<file path="config.mk">
export PLATFORM = sky130hd
export DESIGN_NAME = sb_config_loader
export DESIGN_NICKNAME = d
export VERILOG_FILES = /design/src/rtl/sb_config_loader.sv
export SDC_FILE = /design/constraint.sdc
export NUM_CORES = 1
export LEC_CHECK = 0
export ABC_AREA = 1
export CELL_PAD_IN_SITES_DETAIL_PLACEMENT = 0
export CELL_PAD_IN_SITES_GLOBAL_PLACEMENT = 1
export CORE_ASPECT_RATIO = 1.1
export CORE_MARGIN = 4
export CORE_UTILIZATION = 35
export CTS_BUF_LIST = sky130_fd_sc_hd__clkbuf_16
export CTS_CLUSTER_SIZE = 24
export DETAILED_ROUTE_END_ITERATION = 6
export GPL_TIMING_DRIVEN = 1
export MAX_ROUTING_LAYER = met4
export PLACE_DENSITY_LB_ADDON = 0.15
export SETUP_SLACK_MARGIN = 0.15
export SYNTH_ARGS = -nofsm -noshare
export SYNTH_HDL_FRONTEND = slang
export SYNTH_SLANG_ARGS = --single-unit
</file>
<file path="constraint.sdc">
create_clock -name clk -period 3.01 [get_ports clk]
set_clock_uncertainty 0.2 [all_clocks]
set_input_delay 0.4515 -clock clk [delete_from_list [all_inputs] [get_ports clk]]
set_output_delay 0.4515 -clock clk [all_outputs]
set_load 0.01 [all_outputs]
</file>
<file path="src/rtl/sb_config_loader.sv">
// rtl/sb_config_loader.sv - switch box configuration loader
// Streams a header plus (address, data) pairs into one-hot config_en strobes.
module sb_config_loader #(
  parameter int          NUM_SB = 16,
  parameter int          DATA_W = 32,
  parameter logic [15:0] MAGIC  = 16'hC0F1
) (
  input  logic              clk,
  input  logic              reset,
  input  logic [DATA_W-1:0] in_data,
  input  logic              in_valid,
  output logic              in_ready,
  input  logic              err_clr,
  output logic [DATA_W-1:0] config_data,
  output logic [NUM_SB-1:0] config_en,
  output logic              busy,
  output logic              done,
  output logic              err_header,
  output logic              err_addr,
  output logic [15:0]       write_count
);

  typedef enum logic [2:0] {
    S_IDLE  = 3'd0,
    S_ADDR  = 3'd1,
    S_DATA  = 3'd2,
    S_WRITE = 3'd3,
    S_DONE  = 3'd4,
    S_ERR   = 3'd5
  } state_t;

  state_t            state, state_nxt;
  logic [15:0]       cnt;
  logic [DATA_W-1:0] addr_q;
  logic              xfer;
  logic              addr_ok;
  logic              hdr_ok;
  logic              hdr_zero;
  logic              do_write;
  logic              do_skip;
  logic [NUM_SB-1:0] en_nxt;

  assign in_ready = (state == S_IDLE) || (state == S_ADDR) || (state == S_DATA);
  assign xfer     = in_valid & in_ready;
  assign hdr_ok   = (in_data[31:16] == MAGIC);
  assign hdr_zero = (in_data[15:0] == 16'd0);
  assign addr_ok  = (addr_q < DATA_W'(NUM_SB));

  always_ff @(posedge clk) begin
    if (reset) begin
      state <= S_IDLE;
    end else begin
      state <= state_nxt;
    end
  end

  always_comb begin
    state_nxt = state;
    case (state)
      S_IDLE: begin
        if (xfer) begin
          if (!hdr_ok)       state_nxt = S_ERR;
          else if (hdr_zero) state_nxt = S_DONE;
          else               state_nxt = S_ADDR;
        end
      end
      S_ADDR:  if (xfer) state_nxt = S_DATA;
      S_DATA:  if (xfer) state_nxt = S_WRITE;
      S_WRITE: state_nxt = (cnt == 16'd1) ? S_DONE : S_ADDR;
      S_DONE:  state_nxt = S_IDLE;
      S_ERR:   if (err_clr) state_nxt = S_IDLE;
      default: state_nxt = S_IDLE;
    endcase
  end

  // The strobe is registered on the DATA handshake so it is live exactly during WRITE.
  always_comb begin
    do_write = (state == S_DATA) && xfer && addr_ok;
    do_skip  = (state == S_DATA) && xfer && !addr_ok;
    en_nxt   = '0;
    if (do_write) begin
      for (int i = 0; i < NUM_SB; i++) begin
        en_nxt[i] = (addr_q == DATA_W'(i));
      end
    end
  end

  always_ff @(posedge clk) begin
    if (reset) begin
      cnt         <= '0;
      addr_q      <= '0;
      config_en   <= '0;
      config_data <= '0;
      write_count <= '0;
      err_addr    <= 1'b0;
      busy        <= 1'b0;
      done        <= 1'b0;
      err_header  <= 1'b0;
    end else begin
      config_en  <= en_nxt;
      busy       <= (state_nxt != S_IDLE);
      done       <= (state_nxt == S_DONE);
      err_header <= (state_nxt == S_ERR);
      if (state == S_IDLE && xfer && hdr_ok && !hdr_zero) begin
        cnt         <= in_data[15:0];
        write_count <= '0;
        err_addr    <= 1'b0;
      end
      if (state == S_ADDR && xfer) begin
        addr_q <= in_data;
      end
      if (do_write) begin
        config_data <= in_data;
        if (write_count != 16'hFFFF) begin
          write_count <= write_count + 16'd1;
        end
      end
      if (do_skip) begin
        err_addr <= 1'b1;
      end
      if (state == S_WRITE) begin
        cnt <= cnt - 16'd1;
      end
    end
  end

endmodule

</file>
Yosys cells after proc, flatten, opt, wreduce, memory -nomap -nowiden
Index checks and enable logic that the tools add are counted.
- bits of input ports: 36
- bits in latches: 0
- register bits after elaboration: 119
- memories: 0
- ROM bits: 0
- bits in writable memories: 0
- output and inout bits: 69
- equal/unequal tests: 24
- divide/modulo/power cells: 0
- magnitude comparators: 1
- add/subtract/negate cells: 2
- bitwise gates (word level): 2
- multipliers: 0
- mux-type cells: 15
- reduce and logical (&&, ||, !) cells: 18
- shifts and indexed selects: 0
- operator list (operator ; number):
    $eq A32 B4 Y1 const B ; 8
    $eq A32 B3 Y1 const B ; 4
    $mux W16 ; 5
    $eq A32 B2 Y1 const B ; 2
    $eq A32 B1 Y1 const B ; 1
    $logic_not A32 Y1 ; 1
    $lt A32 B5 Y1 const B ; 1
    $mux W3 ; 7
    $add A16 B1 Y16 const B ; 1
    $eq A16 B1 Y1 const B ; 1
    $eq A16 B16 Y1 const B ; 1
    $logic_not A16 Y1 ; 1
    $ne A16 B16 Y1 const B ; 1
    $sub A16 B1 Y16 const B ; 1
    $pmux W3 S5 ; 1
    $eq A3 B3 Y1 const B ; 3
    $logic_and A1 B1 Y1 ; 7
    $eq A3 B2 Y1 const B ; 2
    $reduce_bool A2 Y1 ; 2
    $eq A3 B1 Y1 const B ; 1
    $logic_not A3 Y1 ; 1
    $reduce_bool A3 Y1 ; 1
    $logic_not A1 Y1 ; 2
    $logic_or A1 B1 Y1 ; 2
    other kinds (4) ; 5

Longest topological paths before layout
Gate-level depths: netlist (run 1).
- depth after elaboration: 10
- mapped depth: 12
- depth with buffers taken out: 11

Worst setup path after synthesis (run 1)
OpenSTA, ideal clock, no wires.
- path kind: input port to flip-flop
- start point: in in_data[26]
- end point: reg cnt[9]
- buffers on the path: 2
- setup slack: 1241 ps
- required time: 2700 ps
- stages: 11
- library setup time: 110 ps
- arrival: 1459 ps
- cells stage by stage: nor2_1 -> and2_1 -> nand2_1 -> nor2_4 -> nand3_2 -> buf_6 -> buf_6 -> nand2_1 -> nand3_1 -> nand2_1 -> inv_1
- longest elaborated chain between the ends: 4
- ends and longest elaborated chain (what ; line ; text):
    start: declaration ; 10 ; input logic [DATA_W-1:0] in_data,
    $eq A16 B16 Y1 ; 45 ; assign hdr_ok = (in_data[31:16] == MAGIC);
    $logic_and A1 B1 Y1 (2 in a row) ; 104 ; if (state == S_IDLE && xfer && hdr_ok && !hdr_zero) begin
    $reduce_bool A2 Y1 (no line) ; n/a ;
    end signal: assignment ; 105 ; cnt <= in_data[15:0];
    end signal: assignment ; 122 ; cnt <= cnt - 16'd1;
    end: declaration ; 33 ; logic [15:0] cnt;
Every way passes these cells.
A chain may end at the register's enable or synchronous reset.

Worst setup path in the final report (run 1)
- start point: reg addr_q[7]
- end point: reg config_data[31]
- longest elaborated chain between the ends: 2
- ends and longest elaborated chain (what ; line ; text):
    start: declaration ; 34 ; logic [DATA_W-1:0] addr_q;
    start signal: assignment ; 110 ; addr_q <= in_data;
    $lt A32 B5 Y1 ; 47 ; assign addr_ok = (addr_q < DATA_W'(NUM_SB));
    $logic_and A1 B1 Y1 ; 78 ; do_write = (state == S_DATA) && xfer && addr_ok;
    end signal: assignment ; 113 ; config_data <= in_data;
    end: declaration ; 14 ; output logic [DATA_W-1:0] config_data,
Every way passes these cells.

==> run summary, run 1 <==
* 0.3606 — initial core utilization
* 105 — I/O pin total
* 15,170 sq um — total core area
* 861 — synthesized net count
* 2.911 nW — P_leak
* 139.1 um — Die H
* 0.6148 ns — transition time at the pin with the least slew margin
* 17,700 sq um — die area
* 0 — total DRC errors in the routed layout
* 0.06952 — proportion of layout cells with a drive suffix above 1
* 2 — maximum root-to-sink buffer count
* nor2_1, nand3_1, nor2_1, inv_1, nor2_1, nand2_1, buf_4, o21ai_0, nor2_1 — crit path cell chain
* 2.439 ns — post-route minimum period
* 0.4354 — share of the yosys chip area belonging to registers
* 0 — count of endpoints failing hold in the final timing report
* reg2reg — kind of path behind the tightest hold check
* 2.53 ns — WP data arrival
* dfxtp_1 44%, nor2_1 15%, nand2_1 10% — top cells by area in the synthesized netlist
* 0 — count of antenna-violating nets left after detailed routing
* 0 — number of warning messages in the yosys log
* 5,356 — via count
* 0.57 ns — flop2flop setup slack
* 0 — # Post-CTS Setup Buffers
* 549.3 nW/um^2 — Pwr per Cell Area
* clkbuf_16 — CTS Root Cell
* 0 — number of enable flip-flop cells after synthesis
* 219 x nor2_1, 153 x nand2_1, 119 x dfxtp_1, 104 x clkdlybuf4s50_1, 79 x o21ai_0 — leading cell types in the layout, fill and taps excluded
* 0 — final setup fails
* 0.1831 — GRT Overall Usage
* dfxtp_1 — Top FF cell, synth
* 6.656 sq um — synthesized area divided by synthesized cell count
* 34 — Distinct cells, synth
* 0.5891 — relative max-transition margin
* flop — Critical Path Start Type
* 0 — initial antenna violation count
* 81 — pin count of the biggest net entering global routing
* 0 — antenna cell count
* 4.736 — Vias/cell
* nor2_1 — commonest non-fill, non-tap cell in the layout
* 304 — number of violations reported at the end of detailed-routing iteration 0
* 0.4354 — Yosys top cell area share
* 0.8096 — placer congestion estimate
* 7 — number of iterations in the first detailed-routing pass
* 0 — post_cts resized
* built — TritonCTS clock tree
* reg2reg — category of the critical setup timing path
* 18 — largest fanout on the critical path
* 0 — max-cap viol count
* 0 — Final Max Tran Viols
* 119 — number of clock sinks
* 4 — H-tree levels
* completed — run status
* 0.41 ns — worst-skew pair later-pin latency
* 47 — Row Count
* 961 — fin nets
* 10,920 um — HPWL Detailed
* 119 — Yosys reg bits
* 822 — cell count after synthesis
* 25,580 um — first-pass GRT wire length
* flop — element type at the critical path end
* 5,065 — vias in the first global route
* nor2_1 — cell repeated most along the worst path
* 13.61 um — WL/cell
* 1,131 — non-filler instance count after layout
* 0 — GRT Residual Overflow
* 0 — share of async-settable or async-resettable flops after synthesis
* nand2_1 — cell with the largest stage delay on the worst path
* 3.10 ns — required arrival time at the worst endpoint
* 0 ns — total negative slack for setup checks
* 0.39 ns — Crit path largest cell delay
* 5471 sq um — post-synthesis instance area
* dfxtp_1 — library cell occupying the most area in the post-synthesis netlist
* 17 — clock buffer count from CTS
* 32.38% — Synth-to-Final Area Change
* 127.2 um — die outline width
* false — setup repair after global routing missed its margin
* 1,099 — number of placed instances with taps included
* 15,400 um — overall routed net length
* 410.1 MHz — timing-limited maximum frequency
* 0.8102 — Period Utilization, post-route
* 0.06 ns — clock transition at the registers of the reported paths
* 0 — total of hold buffers inserted after clock tree synthesis
* 0.0003176 V — worst IR drop on VDD
* 104 — # port buffers
[power breakdown]
group	switching [mW]	leakage (nW)	internal, mW
combinational	0.221	1.67	0.151
sequential	0.0298	0.962	1.63
clock	0.798	0.277	1.15
[worst max-delay path: cells and delay by family (launching register included)]
| kind | cells | cell delay (ns) |
|---|---|---|
| and+or+nand+nor | 6 | 1.00 |
| AOI/OAI and AO/OA | 1 | 0.38 |
| DFF | 1 | 0.31 |
| buffers and inverters | 2 | 0.41 |
[registers in the layout, indices dropped and copies added (netlist names)]
register,count
addr_q,32
config_data,32
cnt,16
config_en,16
write_count,16
state,3
busy,1
done,1
err_addr,1
err_header,1
[metrics by stage]
stage | hold slack (ns) | total power, mW | worst slack, ns | util | area, sq um
finish | 0.2441 | 3.978 | 0.5714 | 0.4774 | 7243
global route | 0.2618 | 4.138 | 0.3026 | 0.4774 | 7243
CTS | 0.2456 | 4.017 | 0.5705 | 0.4774 | 7243
detailed placement | 0.2365 | 2.060 | 0.3265 | 0.4400 | 6676
global placement | 0.2306 | 2.057 | 0.3194 | 0.4400 | 6676
floorplan | 0.2236 | 1.904 | 1.241 | - | 5472
[worst paths after layout]
path	start	end	depth (start not counted)
worst max-delay path	addr_q[7]$_SDFFE_PP0P_	config_data[31]$_SDFFE_PP0P_	9
worst min register to register	addr_q[9]$_SDFFE_PP0P_	addr_q[9]$_SDFFE_PP0P_	2
worst max register to register	addr_q[7]$_SDFFE_PP0P_	config_data[31]$_SDFFE_PP0P_	9
worst min-delay path	addr_q[9]$_SDFFE_PP0P_	addr_q[9]$_SDFFE_PP0P_	2
[logic make-up after synthesis]
family,Yosys count,share of synthesized area
fa+ha+maj,3,0.006861
flops,119,0.4354
simple gates,464,0.3526
compound gates,123,0.1148
buf+inv,108,0.08232
xor+xnor,5,0.008005
[synthesized netlist by cell type (all sizes together), types with 2 or more instances]
library cell    n
nand4          11
nor2          230
or2             2
inv            74
nor3            5
dfxtp         119
o21a            2
xnor2           2
a21oi          36
buf            16
nand2         156
nand3          58
xor2            3
o21ai          81
ha              3
clkbuf         17
[routing by layer]
metal | vias up | track usage | wire [um]
met5 | - | - | 0
met4 | 0 | 0.04800 | 201
met2 | 126 | 0.2784 | 7002
li1 | 2799 | - | -
met1 | 2416 | 0.2458 | 7516
met3 | 15 | 0.04199 | 674
[area by class of cell]
class / instances / area, sq um
tap: 196 / 245.2
timing repair buffer: 114 / 1129
multi-input combinational: 595 / 2639
clock buffer: 17 / 425.4
fill: 1500 / 7929
clock inverter: 15 / 141.4
sequential: 119 / 2382
inverter: 75 / 281.5
(Power assumes the default switching activity.)
==> run 2, diff against run 1 <==
==> constraint.sdc (replaced) <==
create_clock -name clk -period 2.42 [get_ports clk]
set_clock_uncertainty 0.2 [all_clocks]
set_input_delay 0.363 -clock clk [delete_from_list [all_inputs] [get_ports clk]]
set_output_delay 0.363 -clock clk [all_outputs]
set_load 0.01 [all_outputs]
==> run summary, run 2 (synthesized netlist as in run 1, its figures left out) <==
* 0.8205 — placer congestion estimate, was 0.8096
* 0.0004502 V — worst IR drop on VDD, was 0.0003176 V
* completed — run status, unchanged
* 105 — I/O pin total, unchanged
* output port — element type at the critical path end, was flop
* 47 — Row Count, unchanged
* 0 — # Post-CTS Setup Buffers, unchanged
* 0 — initial antenna violation count, unchanged
* 13.53 um — WL/cell, was 13.61 um
* 4.764 — Vias/cell, was 4.736
* 3.031 nW — P_leak, was 2.911 nW
* 0.3213 ns — least setup slack across all paths after layout, was 0.5714 ns
* reg2out — category of the critical setup timing path, was reg2reg
* 0 — count of endpoints failing hold in the final timing report, unchanged
* built — TritonCTS clock tree, unchanged
* 25,670 um — first-pass GRT wire length, was 25,580 um
* false — setup repair after global routing missed its margin, unchanged
* 15,600 um — overall routed net length, was 15,400 um
* 1.54 ns — WP data arrival, was 2.53 ns
* 4 — H-tree levels, unchanged
* 219 x nor2_1, 153 x nand2_1, 119 x dfxtp_1, 104 x clkdlybuf4s50_1, 78 x o21ai_0 — leading cell types in the layout, fill and taps excluded, was 219 x nor2_1, 153 x nand2_1, 119 x dfxtp_1, 104 x clkdlybuf4s50_1, 79 x o21ai_0
* 0 ns — total negative slack for setup checks, unchanged
* 0 — GRT Residual Overflow, unchanged
* 7446 sq um — post-route cell area, was 7243 sq um
* 5 — number of iterations in the first detailed-routing pass, was 7
* reg2reg — kind of path behind the tightest hold check, unchanged
* 0.42 ns — worst-skew pair later-pin latency, was 0.41 ns
* 0 — count of antenna-violating nets left after detailed routing, unchanged
* 0.6470 — relative max-transition margin, was 0.5891
* 68 — pin count of the biggest net entering global routing, was 81
* 17 — clock buffer count from CTS, unchanged
* 0.06 ns — clock transition at the registers of the reported paths, about the same
* 15,170 sq um — total core area, unchanged
* addr_q x32, config_data x32 — registers with the most flip-flops, unchanged
* nor2_1 — commonest non-fill, non-tap cell in the layout, unchanged
* 1.86 ns — required arrival time at the worst endpoint, was 3.10 ns
* 0.3606 — initial core utilization, unchanged
* 5,493 — via count, was 5,356
* 0.4908 — post-layout util, was 0.4774
* 0 — total DRC errors in the routed layout, unchanged
* 36.09% — Synth-to-Final Area Change, was 32.38%
* 0.1244 ns — Post-Place Worst Slack, was 0.3265 ns
* 139.1 um — Die H, unchanged
* 687.0 nW/um^2 — Pwr per Cell Area, was 549.3 nW/um^2
* 0 — final setup fails, unchanged
* 11,380 um — HPWL Detailed, was 10,920 um
* 983 — fin nets, was 961
* 364 — number of violations reported at the end of detailed-routing iteration 0, was 304
* 1,121 — number of placed instances with taps included, was 1,099
* 0.5262 ns — transition time at the pin with the least slew margin, was 0.6148 ns
* 6842 sq um — Cell Area, Placed, was 6676 sq um
* 2 — maximum root-to-sink buffer count, unchanged
* 104 — # port buffers, unchanged
* 17,700 sq um — die area, unchanged
* 5 — largest fanout on the critical path, was 18
* 476.5 MHz — timing-limited maximum frequency
* 0.8672 — Period Utilization, post-route
* 0 — antenna cell count, unchanged
* 1,153 — non-filler instance count after layout, was 1,131
* 0 — Final Max Tran Viols, unchanged
* 5.116 mW — Design Power, was 3.978 mW
* 0.08986 — proportion of layout cells with a drive suffix above 1, was 0.06952
* 127.2 um — die outline width, unchanged
* 0.1851 — GRT Overall Usage, was 0.1831
* 5,115 — vias in the first global route, was 5,065
* 119 — number of clock sinks, unchanged
* clkbuf_16 — CTS Root Cell, unchanged
* 2.099 ns — post-route minimum period
* 0.2466 ns — final hold slack, was 0.2441 ns
* flop — Critical Path Start Type, unchanged
* 0 — max-cap viol count, unchanged
==> run 2: path summary, 6_finish.rpt <==
kind              cells past startpoint                           end  slack (ns)                    from
setup / recovery                      2                      in_ready        0.32     state[1]$_SDFF_PP0_
hold / removal                        2        addr_q[6]$_SDFFE_PP0P_        0.25  addr_q[6]$_SDFFE_PP0P_
setup reg to reg                      9  config_data[31]$_SDFFE_PP0P_        0.34  addr_q[4]$_SDFFE_PP0P_
hold reg to reg                       2        addr_q[6]$_SDFFE_PP0P_        0.25  addr_q[6]$_SDFFE_PP0P_
==> run 2: power breakdown <==
part / internal, mW / switching [mW]
clock: 1.62 / 0.949
combinational: 0.204 / 0.280
sequential: 2.02 / 0.0368
==> run 2: worst max-delay path: stages (launching register included) <==
cell and delay, ns:
dfxtp_1 0.36, a21oi_1 0.19, clkdlybuf4s50_1 0.57
==> run 2: layout make-up <==
class                   instances  area, sq um
clock buffers                  17        425.4
multi-input cells             595         2639
fillers                      1517         7726
well taps                     196        245.2
repair buffers                136         1294
clock inverters                15        178.9
flip-flops and latches        119         2382
inverters                      75        281.5
==> run 2: timing repair <==
item	4_1_cts	5_1_grt
setup endpoints to repair	0	1
gates resized for setup	0	1
hold buffers	0	0
==> run 2: per-layer routing <==
layer,vias up,global-route usage,share of wire
met1,2494,0.2479,0.49
li1,2857,-,-
met3,12,0.04700,0.050
met2,130,0.2740,0.45
met4,0,0.05872,0.010
met5,-,-,0
==> run 3, diff against run 2 <==
--- a/config.mk
+++ b/config.mk
@@ -6,6 +6,7 @@
 export NUM_CORES = 1
 export LEC_CHECK = 0
 export ABC_AREA = 1
+export ABC_CLOCK_PERIOD_IN_PS = 2420
 export CELL_PAD_IN_SITES_DETAIL_PLACEMENT = 0
 export CELL_PAD_IN_SITES_GLOBAL_PLACEMENT = 1
 export CORE_ASPECT_RATIO = 1.1
==> results of run 3 <==
Same layout as run 2: the final DEF is identical, and so are final timing and power.
